[src/rtl/wide_add_sequencer_if.sv]
// Operand/result handshake bundle for the wide adder sequencer.
interface wide_add_sequencer_if #(
  parameter int unsigned WORDS = 4
);
  localparam int unsigned W = 16 * WORDS;

  logic         in_valid;
  logic         in_ready;
  logic [W-1:0] a;
  logic [W-1:0] b;
  logic         cin;
  logic         out_valid;
  logic         out_ready;
  logic [W-1:0] sum;
  logic         cout;

  // Producer/consumer side: supplies operands and accepts results.
  modport master (
    output in_valid, a, b, cin, out_ready,
    input  in_ready, out_valid, sum, cout
  );

  // Adder side.
  modport slave (
    input  in_valid, a, b, cin, out_ready,
    output in_ready, out_valid, sum, cout
  );
endinterface

[src/rtl/wide_add_sequencer.sv]
// Multi-word adder: one 16-bit Kogge-Stone slice per clock, LS slice first,
// carry chained through a register, results held until consumed.

// 16-bit parallel-prefix (Kogge-Stone) adder.
module KoggeStone16bit (
  input  logic [15:0] A,
  input  logic [15:0] B,
  input  logic        Cin,
  output logic [15:0] S,
  output logic        Cout
);
  localparam int unsigned LEVELS = 4;

  // Level k holds group generate/propagate spanning 2^k bits ending at bit i.
  logic [LEVELS:0][15:0] g;
  logic [LEVELS:0][15:0] p;
  logic [16:0]           c;

  assign g[0] = A & B;
  assign p[0] = A ^ B;

  for (genvar k = 1; k <= LEVELS; k++) begin : g_level
    localparam int D = 1 << (k - 1);
    for (genvar i = 0; i < 16; i++) begin : g_bit
      if (i >= D) begin : g_merge
        assign g[k][i] = g[k-1][i] | (p[k-1][i] & g[k-1][i-D]);
        assign p[k][i] = p[k-1][i] & p[k-1][i-D];
      end else begin : g_pass
        assign g[k][i] = g[k-1][i];
        assign p[k][i] = p[k-1][i];
      end
    end
  end

  // Carry into bit i+1 folds the incoming carry through the full prefix group.
  assign c[0] = Cin;
  for (genvar i = 0; i < 16; i++) begin : g_carry
    assign c[i+1] = g[LEVELS][i] | (p[LEVELS][i] & Cin);
  end

  assign S    = p[0] ^ c[15:0];
  assign Cout = c[16];
endmodule

module wide_add_sequencer #(
  parameter int unsigned WORDS = 4
) (
  input  logic                 clk,
  input  logic                 rst_n,
  wide_add_sequencer_if.slave  bus
);
  localparam int unsigned IW = (WORDS > 1) ? $clog2(WORDS) : 1;

  typedef enum logic [1:0] {IDLE, ADD, DONE} state_t;

  state_t                  state;
  logic [IW-1:0]           idx;
  logic [WORDS-1:0][15:0]  a_q;
  logic [WORDS-1:0][15:0]  b_q;
  logic [WORDS-1:0][15:0]  sum_q;
  logic                    c_q;
  logic                    cout_q;
  logic                    in_ready_q;
  logic                    out_valid_q;

  logic [15:0]             add_s;
  logic                    add_cout;

  // Single shared slice adder; operands come from the registered copies only.
  KoggeStone16bit u_ks (
    .A    (a_q[idx]),
    .B    (b_q[idx]),
    .Cin  (c_q),
    .S    (add_s),
    .Cout (add_cout)
  );

  // Sequencer FSM with registered handshake outputs and result registers.
  always_ff @(posedge clk or negedge rst_n) begin
    if (!rst_n) begin
      state       <= IDLE;
      idx         <= '0;
      a_q         <= '0;
      b_q         <= '0;
      c_q         <= 1'b0;
      sum_q       <= '0;
      cout_q      <= 1'b0;
      in_ready_q  <= 1'b1;
      out_valid_q <= 1'b0;
    end else begin
      case (state)
        IDLE: begin
          if (bus.in_valid) begin
            a_q        <= bus.a;
            b_q        <= bus.b;
            c_q        <= bus.cin;
            idx        <= '0;
            in_ready_q <= 1'b0;
            state      <= ADD;
          end
        end
        ADD: begin
          sum_q[idx] <= add_s;
          c_q        <= add_cout;
          if (idx == IW'(WORDS - 1)) begin
            cout_q      <= add_cout;
            out_valid_q <= 1'b1;
            state       <= DONE;
          end else begin
            idx <= idx + IW'(1);
          end
        end
        DONE: begin
          // Release takes priority; a pending operand waits one more edge.
          if (bus.out_ready) begin
            out_valid_q <= 1'b0;
            in_ready_q  <= 1'b1;
            state       <= IDLE;
          end
        end
        default: begin
          state <= IDLE;
        end
      endcase
    end
  end

  assign bus.in_ready  = in_ready_q;
  assign bus.out_valid = out_valid_q;
  assign bus.sum       = sum_q;
  assign bus.cout      = cout_q;
endmodule

[src/flat_wrapper.sv]
// flat-port wrapper written by rule: the top's interface ports become plain ports
module wide_add_sequencer_flat 
#(
  parameter int unsigned WORDS = 4
)
  (clk, rst_n, bus_in_valid, bus_a, bus_b, bus_cin, bus_out_ready, bus_in_ready, bus_out_valid, bus_sum, bus_cout);
  wide_add_sequencer_if #(.WORDS(WORDS)) bus_i ();
  input  logic clk;
  input  logic rst_n;
  input wire logic [$bits(bus_i.in_valid)-1:0] bus_in_valid;
  input wire logic [$bits(bus_i.a)-1:0] bus_a;
  input wire logic [$bits(bus_i.b)-1:0] bus_b;
  input wire logic [$bits(bus_i.cin)-1:0] bus_cin;
  input wire logic [$bits(bus_i.out_ready)-1:0] bus_out_ready;
  output wire logic [$bits(bus_i.in_ready)-1:0] bus_in_ready;
  output wire logic [$bits(bus_i.out_valid)-1:0] bus_out_valid;
  output wire logic [$bits(bus_i.sum)-1:0] bus_sum;
  output wire logic [$bits(bus_i.cout)-1:0] bus_cout;
  assign bus_i.in_valid = bus_in_valid;
  assign bus_i.a = bus_a;
  assign bus_i.b = bus_b;
  assign bus_i.cin = bus_cin;
  assign bus_i.out_ready = bus_out_ready;
  assign bus_in_ready = bus_i.in_ready;
  assign bus_out_valid = bus_i.out_valid;
  assign bus_sum = bus_i.sum;
  assign bus_cout = bus_i.cout;
  wide_add_sequencer #(.WORDS(WORDS)) u_core (.clk(clk), .rst_n(rst_n), .bus(bus_i));
endmodule
[config.mk]
export PLATFORM = sky130hd
export DESIGN_NAME = wide_add_sequencer_flat
export DESIGN_NICKNAME = d
export VERILOG_FILES = /design/src/rtl/wide_add_sequencer_if.sv /design/src/rtl/wide_add_sequencer.sv /design/src/flat_wrapper.sv
export SDC_FILE = /design/constraint.sdc
export NUM_CORES = 1
export LEC_CHECK = 0
export CAP_MARGIN = 20
export CORE_AREA = 2 2 160 123
export CTS_BUF_LIST = sky130_fd_sc_hd__clkbuf_4 sky130_fd_sc_hd__clkbuf_8 sky130_fd_sc_hd__clkbuf_16
export DETAILED_ROUTE_END_ITERATION = 10
export DIE_AREA = 0 0 162 125
export GPL_ROUTABILITY_DRIVEN = 1
export GPL_TIMING_DRIVEN = 0
export PLACE_DENSITY = 0.83
export SYNTH_ARGS = -nofsm -noshare
export SYNTH_HDL_FRONTEND = slang
export SYNTH_HIERARCHICAL = 1
export SYNTH_SLANG_ARGS = --single-unit
export TNS_END_PERCENT = 50
[constraint.sdc]
create_clock -name clk -period 3.8 [get_ports clk]
set_input_delay 0.57 -clock clk [delete_from_list [all_inputs] [get_ports clk]]
set_output_delay 0.57 -clock clk [all_outputs]
set_load 0.03 [all_outputs]
; After elaboration in Yosys (flattened, before gate mapping)
; Cells that the tools add are included.
[op_classes]
addsub = 1
n_reduce_logical = 12
magnitude_cmp = 2
n_bitwise = 182
div = 0
n_shift = 0
n_mul = 0
n_mux = 22
eq_ne = 7
[ops]
columns = op, count
row1 = 1-bit AND, 114
row2 = 1-bit bitwise OR, 65
row3 = 16-bit binary-select mux with 2-bit select, 2
row4 = 64-bit bitwise mux, 1
row5 = 16-bit two-way mux, 3
row6 = 16-bit demux with 2-bit select, 1
row7 = 16-bit XOR, 2
row8 = 16-bit AND, 1
row9 = 3-bit AND reduction, 4
row10 = 2-bit two-way mux, 5
row11 = "2-bit != test, second input constant", 3
row12 = 1-bit case mux with 2 select lines, 3
row13 = 2-bit case mux with 3 select lines, 1
row14 = 2-bit AND reduction, 3
row15 = 2-bit nonzero test, 3
row16 = 1-bit two-way mux, 5
row17 = "2-bit == test, second input constant", 2
row18 = 2-bit case mux with 2 select lines, 1
row19 = "2-bit by 3-bit less-than comparator with 1-bit output, second input constant", 1
row20 = "2-bit by 1-bit adder with 2-bit output, second input constant", 1
row21 = "2-bit by 1-bit == test with 1-bit output, second input constant", 1
row22 = "2-bit by 1-bit greater-or-equal comparator with 1-bit output, second input constant", 1
row23 = 2-bit logical NOT, 1
row24 = "2-bit by 1-bit != test with 1-bit output, second input constant", 1
row25 = 1-bit logical AND, 1
[word_totals]
mem_bits_ro = 0
ramBits = 0
mem_count = 0
latchBits = 0
ff_bits = 200
word_cells = 244
inputBits = 133
out_inout_bits = 67

; Depth between registers and ports, before layout
; Gate-level depths: netlist (run 1).
[logic_depth]
ltp_word = 13
depth_mapped = 11
mapped_depth_nobuf = 8

; Modules after synthesis
; Netlist (run 1), hierarchy kept.
[by_module_without_submodules]
columns = mod, instances, cells_per_inst, seq_area_each_um2, area_each_um2
row1 = wide_add_sequencer, 1, 492, 5006.1, 8465.6
row2 = KoggeStone16bit, 1, 116, 0.0, 859.6

; Worst setup path before layout (run 1)
; No wires, ideal clock.
[synth_timing]
path_kind = register -> register
start = register u_core.idx[0]
end = register u_core.sum_q (netlist bit u_core/bus.sum[14])
setup_time_ns = 0.125
arrival_time_ns = 3.168
path_stages_with_launch = 11
period_less_slack_ns = 3.293
path_buffers = 2
required_ns = 3.675
path_slack_ns = 0.507
path_cell_list = dfrtp_1 -> buf_2 -> buf_4 -> mux4_2 -> ha_1 -> a211oi_1 -> o21bai_1 -> a221oi_1 -> o211ai_1 -> xor2_1 -> mux2_4
[synth_between]
elab_chain_len = 13
elab_cells_between_ends = 54
cone_classes = order compare (2) / mux (7) / bitwise (44) / reduce/logical (1)
[synth_rtl]
columns = item, line
row1 = start: declaration, wide_add_sequencer.sv:57  ; logic [IW-1:0] idx;
row2 = start signal: assignment, wide_add_sequencer.sv:110  ; idx <= idx + IW'(1);
row3 = 16-bit binary-select mux with 2-bit select (on tied branches), "wide_add_sequencer.sv:71, wide_add_sequencer.sv:72"
row4 = 16-bit two-way mux (on tied branches), "wide_add_sequencer.sv:71, wide_add_sequencer.sv:72"
row5 = 16-bit XOR or 16-bit AND (tied branches), "wide_add_sequencer.sv:20, wide_add_sequencer.sv:19"
row6 = 1-bit AND, wide_add_sequencer.sv:26  ; assign g[k][i] = g[k-1][i] | (p[k-1][i] & g[k-1][i-D]);
row7 = 1-bit bitwise OR, wide_add_sequencer.sv:26
row8 = 1-bit AND, wide_add_sequencer.sv:26
row9 = 1-bit bitwise OR, wide_add_sequencer.sv:26
row10 = 1-bit AND or 1-bit bitwise OR (tied branches), wide_add_sequencer.sv:26
row11 = 1-bit bitwise OR or 1-bit AND (tied branches), wide_add_sequencer.sv:26
row12 = 1-bit bitwise OR, wide_add_sequencer.sv:26
row13 = 1-bit bitwise OR, wide_add_sequencer.sv:38  ; assign c[i+1] = g[LEVELS][i] | (p[LEVELS][i] & Cin);
row14 = 16-bit XOR *, wide_add_sequencer.sv:41  ; assign S = p[0] ^ c[15:0];
row15 = via u_core.add_s[14], wide_add_sequencer.sv:66  ; logic [15:0] add_s;
row16 = 64-bit bitwise mux *, wide_add_sequencer.sv:103  ; sum_q[idx] <= add_s;
row17 = end signal: indexed assignment, wide_add_sequencer.sv:103
row18 = end: declaration, wide_add_sequencer.sv:60  ; logic [WORDS-1:0][15:0] sum_q;
; Mark *: on every way through the listed nets, which the timed path passes. The rest lies on a longest branch. The select of a mux whose other input is x is not followed.
; A chain may end at the register's enable or synchronous reset.

; Worst setup path after layout (run 1)
[layout_timing]
start = register u_core.idx[0]
end = register u_core.cout_q (netlist: u_core/bus.cout)
[layout_between]
elab_chain_len = 12
elab_cells_between_ends = 55
cone_classes = eq/ne (1) / mux (4) / bitwise (49) / reduce/logical (1)
[layout_rtl]
columns = item, line
row1 = 16-bit binary-select mux with 2-bit select (on tied branches), "wide_add_sequencer.sv:71, wide_add_sequencer.sv:72"
row2 = 16-bit two-way mux (on tied branches), "wide_add_sequencer.sv:71, wide_add_sequencer.sv:72"
row3 = 16-bit XOR or 16-bit AND (tied branches), "wide_add_sequencer.sv:20, wide_add_sequencer.sv:19"
row4 = 1-bit AND, wide_add_sequencer.sv:26
row5 = 1-bit bitwise OR, wide_add_sequencer.sv:26
row6 = 1-bit AND, wide_add_sequencer.sv:26
row7 = 1-bit bitwise OR, wide_add_sequencer.sv:26
row8 = 1-bit AND, wide_add_sequencer.sv:26
row9 = 1-bit bitwise OR, wide_add_sequencer.sv:26
row10 = 1-bit AND, wide_add_sequencer.sv:26
row11 = 1-bit bitwise OR, wide_add_sequencer.sv:26
row12 = 1-bit bitwise OR *, wide_add_sequencer.sv:38
row13 = via u_core.add_cout, wide_add_sequencer.sv:67  ; logic add_cout;
row14 = end signal: assignment, wide_add_sequencer.sv:106  ; cout_q <= add_cout;
row15 = end: declaration, wide_add_sequencer.sv:62  ; logic cout_q;
; Marked as above.

==> results of run 1 <==
routing by layer:
metal / up-vias / global-route usage / wire length, um / part of all wire
met4: 0 / 0.04529 / 250 / 0.011
met3: 17 / 0.06105 / 1577 / 0.070
li1: 2703 / - / - / -
met2: 199 / 0.3552 / 10320 / 0.46
met1: 3053 / 0.3409 / 10390 / 0.46
met5: - / 0 / 0 / 0
critical path, cell delays in order, from the launching register on:
cell and delay, ns:
dfrtp_1 0.37, clkbuf_4 0.27, buf_6 0.23, mux4_2 0.56, ha_1 0.31, clkbuf_1 0.21, a21oi_1 0.29, o221ai_1 0.19
a41oi_2 0.29, nor3_1 0.08, or3_1 0.42, mux2_2 0.28
placed cells by master (no fill, tap or decap), drive strengths merged, types with 3 or more instances in the layout:
cell type and instances:
clkdlybuf4s50 198, buf 32, xor2 5, or3 3, nor2 20, o21ai 10
clkinv 3, mux4 32, mux2 193, ha 20, nor3 3, clkbuf 28
nand4 6, bufinv 3, inv 11, dfrtp 199, a211oi 4, a21o 7
xnor2 6, o31ai 3, a21oi 12, nand2 10
cells in the mapped netlist (2+ instances only):
master    instances
o311ai_0          2
dfrtp_1         199
mux2_2          189
a21o_1            7
mux4_2           32
nor2_1           19
buf_4             5
buf_2             5
inv_1             9
o21ai_0          10
and2_1            2
a311oi_2          2
nand4_1           6
nand2_1           6
nor3_1            3
clkbuf_1          3
o31ai_1           3
ha_1             20
a21oi_1          12
mux2_4            4
xor2_1            5
a221oi_1          2
or3_1             3
nand2_4           3
a22o_1            2
a211oi_1          4
xnor2_1           6
o21a_1            2
nand3_1           2
buf_6            20
timing repair:
item / CTS / global route
hold buffers: 0 / 0
pin swaps: 0 / 1
resized for setup: 3 / 7
endpoints found under the setup margin: 10 / 30
buffers inserted: 0 / 1
through the flow:
stage	setup slack [ns]	hold WS, ns	TNS, ns
2_1_floorplan	0.5073	0.2744	0
3_3_place_gp	-6.046	0.4839	-1202.72
3_5_place_dp	-0.1149	0.4908	-0.4742
4_1_cts	0.008233	0.1246	0
5_1_grt	0.01052	0.1354	0
6_report	0.1702	0.1052	0
layout make-up:
class	count	area (um2)	area share
repair buffers	201	2032	0.1649
well taps	253	316.6	0.02569
multi-input cells	364	4004	0.3249
plain buffers	35	320.3	0.02599
inverters	9	33.78	0.002741
clock buffers	22	469.2	0.03807
flip-flops and latches	200	5006	0.4062
clock inverters	10	141.4	0.01147
kinds of logic after synthesis:
| logic type | Yosys count | share of synthesized area |
|---|---|---|
| multiplexers | 225 | 0.3120 |
| flip-flops | 200 | 0.5368 |
| AO/OA/AOI/OAI | 54 | 0.04187 |
| AND/OR/NAND/NOR | 53 | 0.03341 |
| buffers and inverters | 44 | 0.03663 |
| adder cells (fa/ha/maj) | 21 | 0.02898 |
| XOR/XNOR | 11 | 0.01033 |
final timing paths:
kind / end / slack [ns] / cells past startpoint
max: u_core/bus.cout / 0.17 / 11
min in group clk: u_core/a_q[60] / 0.50 / 1
max in group asynchronous: u_core/b_q[36] / 2.71 / 2
max reg2reg: u_core/bus.cout / 0.17 / 11
min reg2reg: u_core/a_q[60] / 0.50 / 1
min: u_core/a_q[9] / 0.11 / 1
registers in the layout (all words and copies together) (netlist names):
| signal | count |
|---|---|
| u_core/a_q | 64 |
| u_core/b_q | 64 |
| u_core/bus.cout | 1 |
| u_core/bus.in_ready | 1 |
| u_core/bus.out_valid | 1 |
| u_core/bus.sum | 64 |
| u_core/c_q | 1 |
| u_core/idx | 2 |
| u_core/state | 2 |
==> metrics.md, run 1 <==
| Metric | Value |
|---|---|
| Outcome | `complete, no violations` |
| Worst rel slew slack | `0.5914` |
| Via-per-instance ratio | `5.459` |
| Final cell count without fillers | `1094` |
| Final hold violation count | `0` |
| R2R Path Start | `u_core/idx[0]` |
| Yosys reg bits | `200` |
| Synth area leader | `dfrtp_1` |
| DRT Pass-1 Iters | `4` |
| Register area share after synthesis | `0.5368` |
| Die X | `162 um` |
| Drt total wl | `22540 um` |
| Synth Warn # | `6` |
| Vias in the first global route | `6285` |
| Crit path time final | `3.630 ns` |
| Buffers on Ports | `199` |
| FFs w/ async S/R, synth | `1.000` |
| H-tree Lvls | `4` |
| # nets final | `982` |
| Period utilization | `0.9552` |
| WP data required | `4.11 ns` |
| HP Class | `primary input to asynchronous set/reset pin` |
| CP Launch Type | `flip-flop` |
| Routed Antenna Nets | `0` |
| Clk buf depth | `2` |
| Max_cap viols | `0` |
| Area after DPL | `11670 um2` |
| Clk Latency, worst-skew pair | `0.43 ns` |
| DP Wirelength | `16930 um` |
| FP Rows | `44` |
| Util after Layout | `0.6545` |
| Clock Sinks | `200` |
| GPL Wtd Cong | `0.8316` |
| Filler Cell Count | `1408` |
| Die area | `20250 um2` |
| Nature of the critical path endpoint | `flip-flop` |
| WL per Instance | `20.60 um` |
| Layout cells sized above 1 | `0.3686` |
| Clk root buf | `clkbuf_16` |
| Final clock skew | `0.01049 ns` |
| CTS tree | `done` |
| Starting Density | `0.4953` |
| Syn Nets | `762` |
| Post-Place Cells | `1061` |
| Pin count of the biggest net entering global routing | `123` |
| Syn Std Cell Area | `9325 um2` |
| CP arrival | `3.94 ns` |
| Count of final max-slew check failures | `0` |
| CP Class | `flip-flop to flip-flop` |
| Vias | `5972` |
| CP Launch Point | `u_core/idx[0]` |
| First-pass GRT wire length | `35490 um` |
| Max frequency | `275.5 MHz` |
| All-layer global routing usage | `0.2324` |
| Slew @ Worst Pin | `0.6129 ns` |
| Antenna violations before repair | `0` |
| Yosys top cell area share | `0.5340` |
| Number of top-level pins | `200` |
| Number of enable flip-flop cells after synthesis | `0` |
| Largest cells by area after synthesis | `dfrtp_1 (53%), mux2_2 (23%), mux4_2 (7.7%)` |
| CP Max Fanout | `10` |
| Synthesis-to-finish area growth | `32.15%` |
| Total gr overflow | `0` |
| # setup viols final | `0` |
| Avg Cell Area, Syn | `15.34 um2` |
| Cells after synthesis | `608` |
| 1st-iter DRT viols | `487` |
| # DRC | `0` |
| Die height | `125 um` |
| Antenna cells | `0` |
| Clk slew on worst S/H paths | `0.07 ns` |
| Ys flop type | `dfrtp_1` |
| TritonCTS Buffers | `17` |
| Core region area | `18830 um2` |
| RSZ-0062 raised after global routing | `false` |
| Library cells used by synthesis | `51` |
| Layout Cell Area excl Fill | `12320 um2` |
Power of run 1 is left out: the tool's default activity adds up to more than one toggle a clock period on the data nets, which glitch-free logic cannot reach.
==> run 2, diff against run 1 <==
CORE_AREA = 2 2 146 134   (was 2 2 160 123)
DIE_AREA = 0 0 148 136   (was 0 0 162 125)
==> metrics.md, run 2 (synthesis results as in run 1) <==
| Metric | Value |
|---|---|
| Period utilization | `0.9573` |
| Slew @ Worst Pin | `0.6224 ns` |
| Clk root buf | `clkbuf_16` |
| Final cell count without fillers | `1092` |
| TritonCTS Buffers | `17` |
| CP arrival | `3.96 ns` |
| Outcome | `complete, no violations` |
| # nets final | `982` |
| Vias in the first global route | `6456` |
| Post-Place Cells | `1058` |
| Synthesis-to-finish area growth | `31.50%` |
| Buffers on Ports | `199` |
| Total gr overflow | `0` |
| Final hold violation count | `0` |
| Clock Sinks | `200` |
| All-layer global routing usage | `0.2349` |
| Die height | `136 um` |
| Routed Antenna Nets | `0` |
| Clk Latency, worst-skew pair | `0.44 ns` |
| 1st-iter DRT viols | `324` |
| GPL Wtd Cong | `0.8610` |
| First-pass GRT wire length | `35630 um` |
| Die X | `148 um` |
| Worst path max stage delay | `0.60 ns` |
| CP Max Fanout | `10` |
| Setup WS pre-CTS | `-0.1104 ns` |
| CP Class | `flip-flop to flip-flop` |
| Die area | `20130 um2` |
| Drt total wl | `22620 um` |
| DRT Pass-1 Iters | `5` |
| Most common cell after layout, fill and taps aside | `dfrtp_1` |
| Clk buf depth | `2` |
| Number of top-level pins | `200` |
| DP Wirelength | `17370 um` |
| Nature of the critical path endpoint | `flip-flop` |
| FP Rows | `48` |
| CTS tree | `done` |
| WL per Instance | `20.71 um` |
| Setup WS post-layout | `0.1623 ns` |
| Crit path time final | `3.638 ns` |
| Final clock skew | `0.008330 ns` |
| Layout cells sized above 1 | `0.3662` |
| H-tree Lvls | `4` |
| Antenna violations before repair | `0` |
| Via-per-instance ratio | `5.566` |
| Worst rel slew slack | `0.5851` |
| Max_cap viols | `0` |
| Pin count of the biggest net entering global routing | `121` |
| RSZ-0062 raised after global routing | `false` |
| # DRC | `0` |
| Max frequency | `274.9 MHz` |
| WP data required | `4.12 ns` |
| Vias | `6078` |
| Util after Layout | `0.6544` |
| CP Launch Type | `flip-flop` |
| Core region area | `18740 um2` |
| Crit-path cells | `buf_4 > buf_6 > mux4_2 > ha_1 > a211oi_2 > o21bai_1 > a41oi_2 > nor3_1 > or3_1 > mux2_2` |
| HP Class | `primary input to asynchronous set/reset pin` |
| Most frequent cells in the layout | `dfrtp_1 (199), clkdlybuf4s50_1 (198), mux2_2 (189)` |
| Worst path slowest cell | `mux4_2` |
| # setup viols final | `0` |
| Starting Density | `0.4977` |
| Count of final max-slew check failures | `0` |
| Clk slew on worst S/H paths | `0.07 ns` |
-- run 2: cell types whose count changed in the layout (fill, tap and decap cells not counted), sizes merged --
cell	delta
buf	+2
clkinv	+4
clkbuf	-7
clkinvlp	+1
bufinv	-3
diode	+1
inv	+3
-- run 2: through the flow --
stage | hold slack (ns) | instance area, um2 | TNS [ns]
floorplan | 0.2744 | 9325 | 0
global placement | 0.4846 | 11630 | -1084.29
detailed placement | 0.4917 | 11660 | -0.7637
CTS | 0.1159 | 12250 | 0
global route | 0.1261 | 12260 | 0
finish | 0.08412 | 12260 | 0
-- run 2: path summary, 6_finish.rpt --
kind	cells after the start	slack, ns	start	endpoint
max	10	0.16	u_core/idx[0]	u_core/bus.cout
min	1	0.08	rst_n	u_core/b_q[19]
max reg2reg	10	0.16	u_core/idx[0]	u_core/bus.cout
min reg2reg	1	0.51	u_core/b_q[49]	u_core/b_q[49]
max in group asynchronous	2	2.71	rst_n	u_core/a_q[55]
min in group clk	1	0.51	u_core/b_q[49]	u_core/b_q[49]
-- run 2: per-layer routing --
| layer | share of wire | track usage | up-vias |
|---|---|---|---|
| met2 | 0.49 | 0.3907 | 217 |
| met1 | 0.42 | 0.3069 | 3136 |
| li1 | - | - | 2703 |
| met3 | 0.072 | 0.06678 | 22 |
| met5 | 0 | 0 | - |
| met4 | 0.015 | 0.06032 | 0 |
-- run 2: layout make-up --
type                            count  area, um2
Timing Repair Buffer              201       2032
Fill cell                        1349       6475
Multi-Input combinational cell    364       3989
Inverter                            9      33.78
Clock buffer                       17      425.4
Clock inverter                     15      141.4
Sequential cell                   200       5006
Tap cell                          250      312.8
Buffer                             35      320.3
Antenna cell                        1      2.502
-- run 2: repair_timing --
action                                  4_1_cts  5_1_grt
hold buffers                                  0        0
resized for setup                             5        4
pin swaps                                     1        0
buffers inserted                              1        0
endpoints found under the setup margin       13       30
endpoints found under the hold margin         0        0
-- run 2: worst max-delay path, delay by kind of cell, from the launching register on --
kind | cells | cell delay (ns)
AND/OR/NAND/NOR | 2 | 0.51
AO/OA/AOI/OAI | 3 | 0.90
buffers and inverters | 2 | 0.46
multiplexers | 2 | 0.89
adder cells (fa/ha/maj) | 1 | 0.36
flip-flops | 1 | 0.41
Power of run 2 is left out for the same reason.
